==> config.mk <==
export PLATFORM = sky130hd
export DESIGN_NAME = disp_number_scan
export DESIGN_NICKNAME = d
export VERILOG_FILES = /design/src/rtl/disp_pkg.sv /design/src/rtl/hex_to_seg.sv /design/src/rtl/disp_number_scan.sv
export SDC_FILE = /design/constraint.sdc
export NUM_CORES = 1
export LEC_CHECK = 0
export BUFFER_PORTS_ARGS = -buffer_cell sky130_fd_sc_hd__buf_2
export CELL_PAD_IN_SITES_DETAIL_PLACEMENT = 1
export CELL_PAD_IN_SITES_GLOBAL_PLACEMENT = 1
export CORE_ASPECT_RATIO = 1.5
export CORE_UTILIZATION = 30
export CTS_BUF_LIST = sky130_fd_sc_hd__clkbuf_4 sky130_fd_sc_hd__clkbuf_8
export DETAILED_ROUTE_END_ITERATION = 6
export GPL_ROUTABILITY_DRIVEN = 0
export GPL_TIMING_DRIVEN = 0
export PLACE_DENSITY_LB_ADDON = 0.1
export RECOVER_POWER = 25
export SKIP_LAST_GASP = 1
export SLEW_MARGIN = 25
export SYNTH_ARGS = -nofsm -noshare
export SYNTH_HDL_FRONTEND = slang
export SYNTH_HIERARCHICAL = 1
export SYNTH_SLANG_ARGS = --single-unit
==> constraint.sdc <==
create_clock -name clk -period 3.05 [get_ports clk]
set_clock_uncertainty 0.15 [all_clocks]
set_input_delay 0.305 -clock clk [delete_from_list [all_inputs] [get_ports clk]]
set_output_delay 0.305 -clock clk [all_outputs]
set_load 0.005 [all_outputs]
==> src/rtl/disp_pkg.sv <==
// Shared constants for the seven-segment scan display: digit index type,
// active-low hex segment patterns and the blank codes.
package disp_pkg;

  typedef logic [1:0] digit_t;

  localparam logic [7:0] SEG_OFF = 8'hFF;
  localparam logic [3:0] AN_OFF  = 4'hF;

  // Active-low [6:0] = g..a, entry i is the glyph for nibble value i.
  localparam logic [15:0][6:0] SEG_PAT = {
    7'h0E, 7'h06, 7'h21, 7'h46, 7'h03, 7'h08, 7'h10, 7'h00,
    7'h78, 7'h02, 7'h12, 7'h19, 7'h30, 7'h24, 7'h79, 7'h40
  };

endpackage

==> src/rtl/hex_to_seg.sv <==
// Combinational hex nibble to active-low seven-segment pattern (g..a).
module hex_to_seg
  import disp_pkg::*;
(
  input  logic [3:0] nibble,
  output logic [6:0] seg
);

  assign seg = SEG_PAT[nibble];

endmodule

==> src/rtl/disp_number_scan.sv <==
// Four-digit common-anode seven-segment scanner with per-frame input shadowing.
// Optional leading-zero blanking is enabled by defining DISP_LEADING_ZERO_BLANK_EN.
module disp_number_scan
  import disp_pkg::*;
#(
  parameter int DIV_W = 18
) (
  input  logic        clk,
  input  logic        rst,
  input  logic [15:0] hexs,
  input  logic [3:0]  points,
  input  logic [3:0]  les,
  output logic [3:0]  AN,
  output logic [7:0]  SEGMENT
);

  logic [DIV_W-1:0] cnt;
  logic [15:0]      hexs_sh;
  logic [3:0]       points_sh;
  logic [3:0]       les_sh;
  digit_t           sel;
  logic [3:0]       nib;
  logic [6:0]       pat;
  logic [3:0]       lz_dark;
  logic             dark;

  assign sel = cnt[DIV_W-1 -: 2];
  assign nib = hexs_sh[{sel, 2'b00} +: 4];

  hex_to_seg u_dec (
    .nibble (nib),
    .seg    (pat)
  );

`ifdef DISP_LEADING_ZERO_BLANK_EN
  // A digit goes dark only when it and every more significant nibble are zero.
  always_comb begin
    lz_dark    = 4'b0000;
    lz_dark[3] = (hexs_sh[15:12] == 4'h0);
    lz_dark[2] = lz_dark[3] && (hexs_sh[11:8] == 4'h0);
    lz_dark[1] = lz_dark[2] && (hexs_sh[7:4] == 4'h0);
  end
`else
  assign lz_dark = 4'b0000;
`endif

  assign dark = les_sh[sel] | lz_dark[sel];

  always_ff @(posedge clk or posedge rst) begin
    if (rst) begin
      cnt       <= '0;
      hexs_sh   <= '0;
      points_sh <= '0;
      les_sh    <= '0;
      AN        <= AN_OFF;
      SEGMENT   <= SEG_OFF;
    end else begin
      cnt <= cnt + {{(DIV_W-1){1'b0}}, 1'b1};
      // Frame end: the next frame (starting at digit 0) uses these values.
      if (&cnt) begin
        hexs_sh   <= hexs;
        points_sh <= points;
        les_sh    <= les;
      end
      if (dark) begin
        AN      <= AN_OFF;
        SEGMENT <= SEG_OFF;
      end else begin
        AN      <= ~(4'b0001 << sel);
        SEGMENT <= {~points_sh[sel], pat};
      end
    end
  end

endmodule
; Word level (Yosys, flattened, before mapping)
; Memories as Yosys holds them, arrays and structs flattened.
; Cells that the tools add are included.
[word_totals]
reg_bits = 54
rom_bits = 112
out_inout_bits = 12
elab_cells = 25
mem_count = 1
[op_classes]
add_sub_neg = 1
magnitude_cmp = 2
shifts = 2
muxes = 9
bitwise_logic = 3
n_reduce_logical = 1
[memory_table]
columns = memory, depth, width, rd, rd_ports_with_merged_regs, wr, line_no
row1 = (no name shown), 16, 7, 1, 0, 0, hex_to_seg.sv:9  ; assign seg = SEG_PAT[nibble];
[ops]
columns = cell, count
row1 = adder 18 x 1 -> 18 bit (second input constant), 1
row2 = AND reduction 18 bit, 1
row3 = variable part select 16 x 5 -> 4 bit, 1
row4 = two-way mux 8 bit, 1
row5 = two-way mux 7 bit, 1
row6 = binary-select mux 1 bit (select 2 bit), 3
row7 = < comparator 4 x 5 -> 1 bit (second input constant), 1
row8 = two-way mux 4 bit, 1
row9 = NOT 4 bit, 1
row10 = << shifter 1 x 2 -> 4 bit (first input constant), 1
row11 = < comparator 2 x 3 -> 1 bit (second input constant), 1
row12 = two-way mux 1 bit, 3
row13 = NOT 1 bit, 1
row14 = OR 1 bit, 1

; Depth between registers and ports, before layout
; Gate-level depths: netlist (run 1).
[logic_depth]
depth_word = 4
mapped_depth = 8

; Cells and area by module
; The synthesis (run 1) kept the hierarchy.
[by_module_without_submodules]
columns = mod, instances, cells_each, area_each_um2
row1 = disp_number_scan, 1, 149, 2313.5
row2 = hex_to_seg, 1, 32, 275.3

; Worst setup path before layout (run 1)
; Ideal clock, no wire load.
[synth_timing]
path_type = register to register
from = register cnt[16]
to = register SEGMENT[3]
arrival_time_ps = 2509
required_time_ps = 2816
setup_slack_ps = 306
path_stages_with_launch = 8
path_buffers = 1
cell_sequence = dfrtp_1 > clkbuf_1 > mux4_2 > inv_1 > ha_1 > inv_1 > mux4_1 > or2_2
[synth_via]
elab_chain_cells = 4
[synth_lines]
columns = item, line_no
row1 = start: declaration, disp_number_scan.sv:17  ; logic [DIV_W-1:0] cnt;
row2 = start signal: assignment, disp_number_scan.sv:58  ; cnt <= cnt + {{(DIV_W-1){1'b0}}, 1'b1};
row3 = variable part select 16 x 5 -> 4 bit, disp_number_scan.sv:28  ; assign nib = hexs_sh[{sel, 2'b00} +: 4];
row4 = via nib[0], disp_number_scan.sv:22  ; logic [3:0] nib;
row5 = memory (16 x 7 bit), n/a
row6 = two-way mux 7 bit (implied by the code), hex_to_seg.sv:9
row7 = via pat[3], disp_number_scan.sv:23  ; logic [6:0] pat;
row8 = two-way mux 8 bit, disp_number_scan.sv:65  ; if (dark) begin
row9 = end signal: assignment, disp_number_scan.sv:70  ; SEGMENT <= {~points_sh[sel], pat};
row10 = end: declaration, disp_number_scan.sv:14  ; output logic [7:0] SEGMENT
; The timed path passes the listed nets, and every way through them passes these cells. The select of a mux whose other input is x is not followed.
; A chain may end at the register's enable or synchronous reset.

; Final worst setup path (run 1)
[layout_timing]
from = register cnt[17]
to = register SEGMENT[3]
; The elaborated chain is that of the path after synthesis.

==> flow_summary.toml, run 1 <==
[worst_setup_path]
path_class = "reg2reg"
reg2reg_slack_ns = 0.22
worst_r2r_path_depth = 7
startpoint_type = "register"
r2r_end = "SEGMENT[3]$_DFF_PP1_"
critPathRequiredTime_ns = 3.14
r2r-start = "cnt[17]$_DFF_PP0_"
cp_max_fo = 10
cp_data_arrival_time_ns = 2.92
worst_setup_path_end_kind = "register"

[logic_synthesis]
async_flop_share_pct = 100
seq_area_frac_synth_pct = 52.8
synth.area.top_cells = "dfrtp_1 (41%), dfstp_2 (12%), mux2_4 (12%)"
synth_area_um2 = 2590
synth_nets = 215
yosysTopAreaCell = "dfrtp_1"
avgSynthCellArea_um2 = 14.3
yosys_warnings = 6
synth_edf_count = 0
synth_seq_cells = 54
synth_cells = 181
ys_types = 35
yosysTopAreaCellShare_pct = 40.6
synth_ff_type = "dfrtp_1"

[clock_network]
clkTransAtPathRegs_ns = 0.10
cts_sinks = 54
ctsHtreeMaxLevel = 2
cts_tree = "yes"
cts_inserted_buffers = 5
clockBufferDepth = 2
clk_latency_ns = 0.32
cts_root_buffer = "clkbuf_8"

[sta]
worst_slew_pin_slew_ns = 0.919
whs_ns = 0.0594
timing.setup.tns_ns = 0
fmaxAchievable_mhz = 353
setup_ws_ns = 0.220
drv_slew = 0
rsz0062_at_grt = "no"
finalCritPeriodShare_pct = 92.8
period_needed_ns = 2.83
max_slew_margin_pct = 38.7
finalSetupViolCount = 0
final_hold_viol_count = 0

[hold_path]
hold_start = "hexs[4]"
hold-path-endpoint = "hexs_sh[4]$_DFFE_PP0P_"
hold_depth = 2
hold_class = "in2reg"

[finish]
multi_input_area_um2 = 1150
fin_nets = 261
n_fill_cell = 950
n_antenna_cell = 0
drive_gt1_share_pct = 46.9
syn_to_final_growth_pct = 17.1
seqCellArea_um2 = 1370
fin_util_pct = 36.0

[routing]
finalWirelength_um = 5100
initialDrtViolationCount = 47
drt_first_pass_iters = 3
via_per_inst = 4.52
wl_per_cell_um = 15.2
postRouteAntennaNets = 0
vias = 1513
drc = 0

[run_status]
status = "finished, final reports clean"

[global_route]
antenna_found_initial = 0
grt_pass1_vias = 1718
met2_usage_pct = 24.3
grt_pass1_wl_um = 8890
use_met1_pct = 14.1
grt-ovfl-total = 0
met3_usage_pct = 3.07
grt_use_total_pct = 13.2
grt_max_degree = 37
top_usage_layer = "met2"

[power]
peakVddDrop_mv = 0.183
combPwrFrac_pct = 8.6
leakagePower_uw = 0.00146
internal_power_uw = 1020
switching_share_pct = 23.0
seqPwrFrac_pct = 57.3
cellPowerDensity_nw_per_um2 = 436
p_sw_uw = 304
finalPower_uw = 1320
clockPowerShare_pct = 34.1

[floorplan]
initial_core_util_pct = 30.8
row_count = 41
die_height_um = 116
core_area_um2 = 8410
io_pins = 38
die_x_um = 77.8
dieArea_um2 = 9010

[job]
drv_cap = 0

[place]
io_buffer_count = 37
pre_cts_ws_ns = -0.106
hpwl_um = 3800
## worst max path at each step
stage | from | end | slack [ns] | depth (start not counted)
floorplan | cnt[16]$_DFF_PP0_ | SEGMENT[3]$_DFF_PP1_ | 0.31 | 7
global route | cnt[17]$_DFF_PP0_ | SEGMENT[3]$_DFF_PP1_ | 0.02 | 7
detailed placement | cnt[16]$_DFF_PP0_ | SEGMENT[3]$_DFF_PP1_ | -0.11 | 7
global placement | cnt[16]$_DFF_PP0_ | SEGMENT[0]$_DFF_PP1_ | -0.11 | 8
CTS | cnt[16]$_DFF_PP0_ | SEGMENT[3]$_DFF_PP1_ | 0.13 | 7
finish | cnt[17]$_DFF_PP0_ | SEGMENT[3]$_DFF_PP1_ | 0.22 | 7
## sequential cells by signal (all words and copies together) (netlist names)
signal and count:
les_sh 4, SEGMENT 8, AN 4, hexs_sh 16
cnt 18, points_sh 4
## cell usage in the layout (no fill, tap or decap), types with 2 or more instances in the layout
master,count
mux4_2,6
o21ai_0,2
nor2_1,12
ha_1,8
dfstp_2,12
clkbuf_8,7
and3_1,2
clkbuf_1,2
dfrtp_1,42
mux2i_1,4
mux2_4,20
nor3_1,2
inv_1,5
a22o_1,2
buf_2,37
nand3_4,2
xor2_1,10
mux2_2,5
buf_6,3
nand2_1,6
nand3_1,6
or2_2,7
nand4_1,3
xnor2_1,6
## Yosys cell counts, types with 2 or more instances
master / n
nand3_1: 6
nor3_1: 2
dfrtp_1: 42
mux2_2: 5
mux2_4: 20
dfstp_2: 12
nand3_4: 2
ha_1: 8
o21ai_0: 2
xor2_1: 10
mux4_2: 6
a22o_1: 2
buf_6: 3
clkbuf_1: 2
inv_1: 6
nand4_1: 3
nor2_1: 12
or2_2: 7
nand2_1: 6
mux2i_1: 4
xnor2_1: 6
and3_1: 2
## cells by family (layout without fill, tap and decap cells)
kind of cell             after synthesis  after routing  synth area share [%]
AO/OA/AOI/OAI                          6              6                  1.64
XOR/XNOR                              16             16                  5.41
adder cells (fa/ha/maj)                8              8                  3.87
buffers and inverters                 12             59                  2.66
flip-flops                            54             54                  52.8
multiplexers                          36             36                  21.6
AND/OR/NAND/NOR                       49             49                  12.1
## power by group through the flow
stage	Clock [µW]	Sequential, µW	Combinational [µW]
4_1_cts	482	758	121
3_5_place_dp	0	771	120
2_1_floorplan	0	770	72.8
6_report	451	758	113
5_1_grt	503	761	129
3_3_place_gp	0	771	115
## worst max-delay path: stages, from the launching register on
cell	delay (ns)
dfrtp_1	0.44
clkbuf_1	0.50
mux4_2	0.42
inv_1	0.12
ha_1	0.29
inv_1	0.06
mux4_1	0.47
or2_2	0.30
## stage by stage
step / instances / cell area [µm²]
2_1_floorplan: 181 / 2590
3_3_place_gp: 325 / 2910
3_5_place_dp: 326 / 2930
4_1_cts: 335 / 3050
5_1_grt: 335 / 3030
6_report: 335 / 3030
## per-layer routing
layer	routed length (µm)	share of wire, %
met1	1980	39
met5	0	0
met3	171	3.4
met2	2850	56
met4	97	1.9
## final cells by class
class	count	share of cell area, %
Buffer	6	1.65
Clock buffer	7	3.18
Clock inverter	1	0.289
Inverter	6	0.784
Multi-Input combinational cell	115	38.1
Sequential cell	54	45.1
Tap cell	107	4.42
Timing Repair Buffer	39	6.56
## repair_timing
action,4_1_cts,5_1_grt
endpoints found under the hold margin,7,0
gates resized for setup,1,2
endpoints found under the setup margin,5,2
hold buffers,1,0
buffers inserted,0,0
Power figures use the tool's default switching activity.
==> inputs of run 2 (changes only) <==
--- a/config.mk
+++ b/config.mk
@@ -14,6 +14,7 @@
 export DETAILED_ROUTE_END_ITERATION = 6
 export GPL_ROUTABILITY_DRIVEN = 0
 export GPL_TIMING_DRIVEN = 0
+export MAX_ROUTING_LAYER = met4
 export PLACE_DENSITY_LB_ADDON = 0.1
 export RECOVER_POWER = 25
 export SKIP_LAST_GASP = 1
==> constraint.sdc (replaced) <==
create_clock -name clk -period 3.4 [get_ports clk]
set_clock_uncertainty 0.15 [all_clocks]
set_input_delay 0.34 -clock clk [delete_from_list [all_inputs] [get_ports clk]]
set_output_delay 0.34 -clock clk [all_outputs]
set_load 0.005 [all_outputs]
==> run 2 against run 1 <==
The run now ends with capacitance limit, slew limit left. Clock-buffer cell count did not move. Largest cell class unchanged. Sequential cell count did not move. Highest routed layer unchanged. Die area is the same. Critical endpoint unchanged.
==> flow_summary.toml, run 2 (synthesis gave the netlist of run 1 again) <==
[floorplan]
die_height_um = 116
die_x_um = 77.8
initial_core_util_pct = 30.8
row_count = 41
io_pins = 38
core_area_um2 = 8410
dieArea_um2 = 9010

[job]
drv_cap = 1

[sta]
period_needed_ns = 3.12
drv_slew = 37
finalCritPeriodShare_pct = 91.7
whs_ns = 0.0936
max_slew_margin_pct = -9.64
timing.setup.tns_ns = 0
final_hold_viol_count = 0
rsz0062_at_grt = "no"
fmaxAchievable_mhz = 321
finalSetupViolCount = 0
worst_slew_pin_slew_ns = 1.64

[clock_network]
clockBufferDepth = 2
ctsHtreeMaxLevel = 2
cts_root_buffer = "clkbuf_8"
clk_latency_ns = 0.32
cts_inserted_buffers = 5
cts_tree = "yes"
cts_sinks = 54
clkTransAtPathRegs_ns = 0.10

[place]
io_buffer_count = 37
dp.cells = 326
hpwl_um = 3800
placed_cell_area_um2 = 2930

[routing]
wl_per_cell_um = 15.3
drt_first_pass_iters = 3
vias = 1512
via_per_inst = 4.51
finalWirelength_um = 5110
drc = 0
postRouteAntennaNets = 0
initialDrtViolationCount = 52

[hold_path]
hold_class = "in2reg"

[global_route]
grt_use_total_pct = 13.6
met2_usage_pct = 24.1
grt_pass1_wl_um = 8890
grt-ovfl-total = 0
grt_max_degree = 37
grt_pass1_vias = 1717
use_met1_pct = 14.6
antenna_found_initial = 0
top_usage_layer = "met2"
met3_usage_pct = 2.60

[power]
clockPowerShare_pct = 34.1
switching_share_pct = 23.0
combPwrFrac_pct = 8.6
cellPowerDensity_nw_per_um2 = 391
leakagePower_uw = 0.00146
peakVddDrop_mv = 0.164
p_sw_uw = 273
internal_power_uw = 914
seqPwrFrac_pct = 57.2

[worst_setup_path]
path_class = "reg2reg"
critPathRequiredTime_ns = 3.49
startpoint_type = "register"
slowest_delay_ns = 0.68
reg2reg_slack_ns = 0.28
path_common_cell = "inv_1"
cp_cell_sequence = "buf_1 -> mux4_2 -> inv_1 -> ha_1 -> inv_1 -> mux4_1 -> or2_2"
cp_data_arrival_time_ns = 3.21
slowest_stage = "mux4_2"
worst_setup_path_end_kind = "register"
cp_top_family = "multiplexers"
cp_max_fo = 10
cp.buffers_inverters = 3

[finish]
fin_cells = 335
multi_input_area_um2 = 1150
seqCellArea_um2 = 1370
final_common_cell = "dfrtp_1"
reg.largest.list = "cnt x18, hexs_sh x16, SEGMENT x8"
drive_gt1_share_pct = 46.1
syn_to_final_growth_pct = 17.3
n_fill_cell = 948
largest_register = "cnt"
fin_nets = 261
layout.cells.most_common_list = "dfrtp_1 (42), buf_2 (37), mux2_4 (20), dfstp_2 (12), nor2_1 (12)"
fin_area_um2 = 3040
largest_reg_flops = 18
n_antenna_cell = 0

[run_status]
status = "finished, violations left"
violations = "capacitance limit, slew limit"
-- run 2: layout make-up --
class,count,area share (%)
buffer,6,1.53
clock buffer,7,3.17
inverter,6,0.783
timing repair buffer,39,6.80
clock inverter,1,0.289
multi-input combinational,115,38.0
tap,107,4.41
sequential,54,45.0
-- run 2: what timing repair did --
item / 4_1_cts / 5_1_grt
buffers inserted: 0 / 0
setup endpoints to repair: 0 / 1
resized for setup: 0 / 1
hold endpoints to repair: 6 / 0
hold buffers: 1 / 0
-- run 2: final timing paths --
kind,start,to,depth (start not counted)
max in group asynchronous,rst,hexs_sh[3]$_DFFE_PP0P_,4
worst max register to register,cnt[16]$_DFF_PP0_,SEGMENT[3]$_DFF_PP1_,7
worst min register to register,cnt[0]$_DFF_PP0_,cnt[0]$_DFF_PP0_,1
min in group asynchronous,rst,les_sh[1]$_DFFE_PP0P_,3
worst max-delay path,cnt[16]$_DFF_PP0_,SEGMENT[3]$_DFF_PP1_,7
worst min-delay path,hexs[4],hexs_sh[4]$_DFFE_PP0P_,2
-- run 2: layer usage --
metal | part of all wire, % | routed length (µm) | vias to the layer above
met2 | 56 | 2850 | 20
met5 | 0 | 0 | -
li1 | - | - | 720
met3 | 2.7 | 139 | 5
met4 | 1.9 | 99 | 0
met1 | 40 | 2020 | 767
-- run 2: power by group through the flow --
stage               combinational, µW  sequential, µW  clock (µW)
floorplan                        65.3             691           0
global placement                  104             692           0
detailed placement                108             692           0
CTS                               109             680         433
global route                      116             683         451
finish                            102             680         405
-- run 2: per-stage QoR --
| stage | worst slack (ns) | util, % | power, µW |
|---|---|---|---|
| 6_report | 0.283 | 36.1 | 1190 |
| 4_1_cts | 0.217 | 36.2 | 1220 |
| 5_1_grt | 0.000641 | 36.1 | 1250 |
| 3_3_place_gp | 0.236 | 34.6 | 795 |
| 3_5_place_dp | 0.244 | 34.8 | 799 |
| 2_1_floorplan | 0.656 | - | 756 |
==> inputs of run 3 (changes only) <==
--- a/config.mk
+++ b/config.mk
@@ -5,13 +5,14 @@
 export SDC_FILE = /design/constraint.sdc
 export NUM_CORES = 1
 export LEC_CHECK = 0
-export BUFFER_PORTS_ARGS = -buffer_cell sky130_fd_sc_hd__buf_2
+export ABC_AREA = 1
 export CELL_PAD_IN_SITES_DETAIL_PLACEMENT = 1
 export CELL_PAD_IN_SITES_GLOBAL_PLACEMENT = 1
 export CORE_ASPECT_RATIO = 1.5
 export CORE_UTILIZATION = 30
 export CTS_BUF_LIST = sky130_fd_sc_hd__clkbuf_4 sky130_fd_sc_hd__clkbuf_8
 export DETAILED_ROUTE_END_ITERATION = 6
+export DONT_BUFFER_PORTS = 1
 export GPL_ROUTABILITY_DRIVEN = 0
 export GPL_TIMING_DRIVEN = 0
 export MAX_ROUTING_LAYER = met4
==> constraint.sdc (replaced) <==
create_clock -name clk -period 3.7 [get_ports clk]
set_clock_uncertainty 0.15 [all_clocks]
set_input_delay 0.37 -clock clk [delete_from_list [all_inputs] [get_ports clk]]
set_output_delay 0.37 -clock clk [all_outputs]
set_load 0.005 [all_outputs]
==> run 3 against run 2 <==
The flow now finishes without violations. Non-clock buffer count decreased by 33. Largest power group unchanged. Global-route usage increased by 1.4 points. Critical path depth increased by 3. Routed wire length increased by 19%. Total power decreased by 19%. Critical path type unchanged.
==> flow_summary.toml, run 3 <==
[logic_synthesis]
synth_ff_type = "dfrtp_1"
synth-simple-area-share_pct = 32.7
yosys_warnings = 6
synth_nets = 351
synth_seq_cells = 54
synth_edf_count = 0
async_flop_share_pct = 100
yosysTopAreaCellShare_pct = 38.7
avgSynthCellArea_um2 = 8.57
synth-adder-area-share_pct = 3.68
synth_commonest_cells = "nand2_1 (112), nand3_1 (44), dfrtp_1 (42)"
synth.area.top_cells = "dfrtp_1 (39%), nand2_1 (15%), dfstp_2 (12%)"
synth_top_family_by_area = "simple AND/OR/NAND/NOR gates"
synth_compound_area_share_pct = 2.49
ys_types = 24
synth_cells = 317
yosysMostFrequentCell = "nand2_1"
synth_area_um2 = 2720
synth_mux_area_share_pct = 0
synth_xor_area_share_pct = 3.87
seq_area_frac_synth_pct = 50.3
yosysTopAreaCell = "dfrtp_1"

[worst_setup_path]
path_class = "reg2reg"
critPathRequiredTime_ns = 3.81
r2r-start = "cnt[16]$_DFF_PP0_"
cp_data_arrival_time_ns = 2.58
cp_max_fo = 7
r2r_end = "SEGMENT[3]$_DFF_PP1_"
worst_setup_path_end_kind = "register"
worst_r2r_path_depth = 10
reg2reg_slack_ns = 1.23
startpoint_type = "register"

[routing]
finalWirelength_um = 6070
drt_first_pass_iters = 3
vias = 1979
drc = 0
wl_per_cell_um = 13.9
via_per_inst = 4.53
initialDrtViolationCount = 82
postRouteAntennaNets = 0

[clock_network]
cts_sinks = 54
clkTransAtPathRegs_ns = 0.10
cts_inserted_buffers = 5
cts_setup_buffers = 0
ctsHtreeMaxLevel = 2
clockBufferDepth = 2
cts_root_buffer = "clkbuf_8"
cts_resized = 0
cts_tree = "yes"
clk_latency_ns = 0.31

[global_route]
grt_pass1_wl_um = 10400
grt-ovfl-total = 0
grt_use_total_pct = 15.0
antenna_found_initial = 0
grt_max_degree = 51
grt_pass1_vias = 2098

[floorplan]
core_area_um2 = 8830
initial_core_util_pct = 30.8
dieArea_um2 = 9450
io_pins = 38
row_count = 42
die_x_um = 79.7
die_height_um = 119

[sta]
finalCritPeriodShare_pct = 66.8
finalSetupViolCount = 0
period_needed_ns = 2.47
rsz0062_at_grt = "no"
drv_slew = 0
max_slew_margin_pct = 56.7
final_hold_viol_count = 0
fmaxAchievable_mhz = 404
setup_ws_ns = 1.23
timing.setup.tns_ns = 0
worst_slew_pin_slew_ns = 0.647

[finish]
fin_util_pct = 33.8
reg.largest.list = "cnt x18, hexs_sh x16, SEGMENT x8"
syn_to_final_growth_pct = 10.0
final_common_cell = "nand2_1"
layout.cells.most_common_list = "nand2_1 (112), nand3_1 (44), dfrtp_1 (42), inv_1 (23)"
n_antenna_cell = 0
largest_reg_flops = 18
fin_area_um2 = 2990
drive_gt1_share_pct = 18.3
fin_nets = 360
largest_register = "cnt"

[place]
placed_cell_area_um2 = 2880
pre_cts_ws_ns = 1.18
io_buffer_count = 0
hpwl_um = 4620

[job]
drv_cap = 0

[hold_path]
hold_start = "hexs[11]"
hold_depth = 2
hold_class = "in2reg"
hold-path-endpoint = "hexs_sh[11]$_DFFE_PP0P_"

[power]
finalPower_uw = 958
cellPowerDensity_nw_per_um2 = 321
leakagePower_uw = 0.00144
peakVddDrop_mv = 0.135

[run_status]
status = "finished, final reports clean"
-- run 3: cell count changes after synthesis, sizes merged, moves of 9 or more --
cell | previous run | this run
inv | 6 | 27
mux2 | 25 | 0
nand2 | 6 | 127
nand3 | 8 | 45
nor2 | 12 | 21
-- run 3: timing repair --
action	4_1_cts	5_1_grt
setup endpoints to repair	0	0
hold endpoints to repair	46	0
hold buffers	1	0
-- run 3: kinds of logic (layout without fill, tap and decap cells) --
group           count (synthesis)  count (layout)
flops                          54              54
fa+ha+maj                       8               8
xor+xnor                       12              12
buf+inv                        37              47
simple gates                  196             196
compound gates                 10              10
-- run 3: how the worst max path moves through the flow --
stage	startpoint	endpoint	slack (ns)
after global placement	rst	les_sh[1]$_DFFE_PP0P_	1.12
after detailed placement	cnt[16]$_DFF_PP0_	SEGMENT[3]$_DFF_PP1_	1.18
after floorplan	cnt[16]$_DFF_PP0_	SEGMENT[3]$_DFF_PP1_	1.76
after global routing	cnt[16]$_DFF_PP0_	SEGMENT[3]$_DFF_PP1_	0.95
final	cnt[16]$_DFF_PP0_	SEGMENT[3]$_DFF_PP1_	1.23
after CTS	cnt[16]$_DFF_PP0_	SEGMENT[3]$_DFF_PP1_	1.14
-- run 3: per-stage QoR --
| step | hold WS [ns] | cells |
|---|---|---|
| 2_1_floorplan | 0.288 | 317 |
| 3_3_place_gp | 0.304 | 427 |
| 3_5_place_dp | 0.172 | 428 |
| 4_1_cts | 0.0221 | 437 |
| 5_1_grt | 0.0156 | 437 |
| 6_report | 0.0341 | 437 |
-- run 3: worst max-delay path, stage by stage, from the launching register on --
cell,delay [ns]
dfrtp_1,0.47
nor2_1,0.53
a22oi_1,0.26
nand3_1,0.23
inv_1,0.15
ha_1,0.33
nand2_1,0.07
nand3_1,0.07
nand2_1,0.06
inv_1,0.04
nand2_2,0.05
-- run 3: power breakdown --
| part | switching [µW] | internal [µW] |
|---|---|---|
| sequential | 0 | 590 |
| combinational | 12.3 | 3.97 |
| clock | 200 | 151 |
| total | 212 | 745 |
-- run 3: routing by layer --
layer | up-vias | routed length (µm) | GRT usage (%)
li1 | 1007 | - | -
met1 | 942 | 2440 | 16.1
met2 | 25 | 3300 | 26.6
met3 | 5 | 231 | 3.78
met4 | 0 | 89 | 4.43
met5 | - | 0 | -
-- run 3: cell type report --
type	instances	area (µm²)
Timing Repair Buffer	2	37.5
Buffer	10	87.6
Fill cell	1053	5840
Multi-Input combinational cell	226	1160
Clock buffer	6	82.6
Clock inverter	2	12.5
Sequential cell	54	1370
Inverter	27	103
Tap cell	110	138
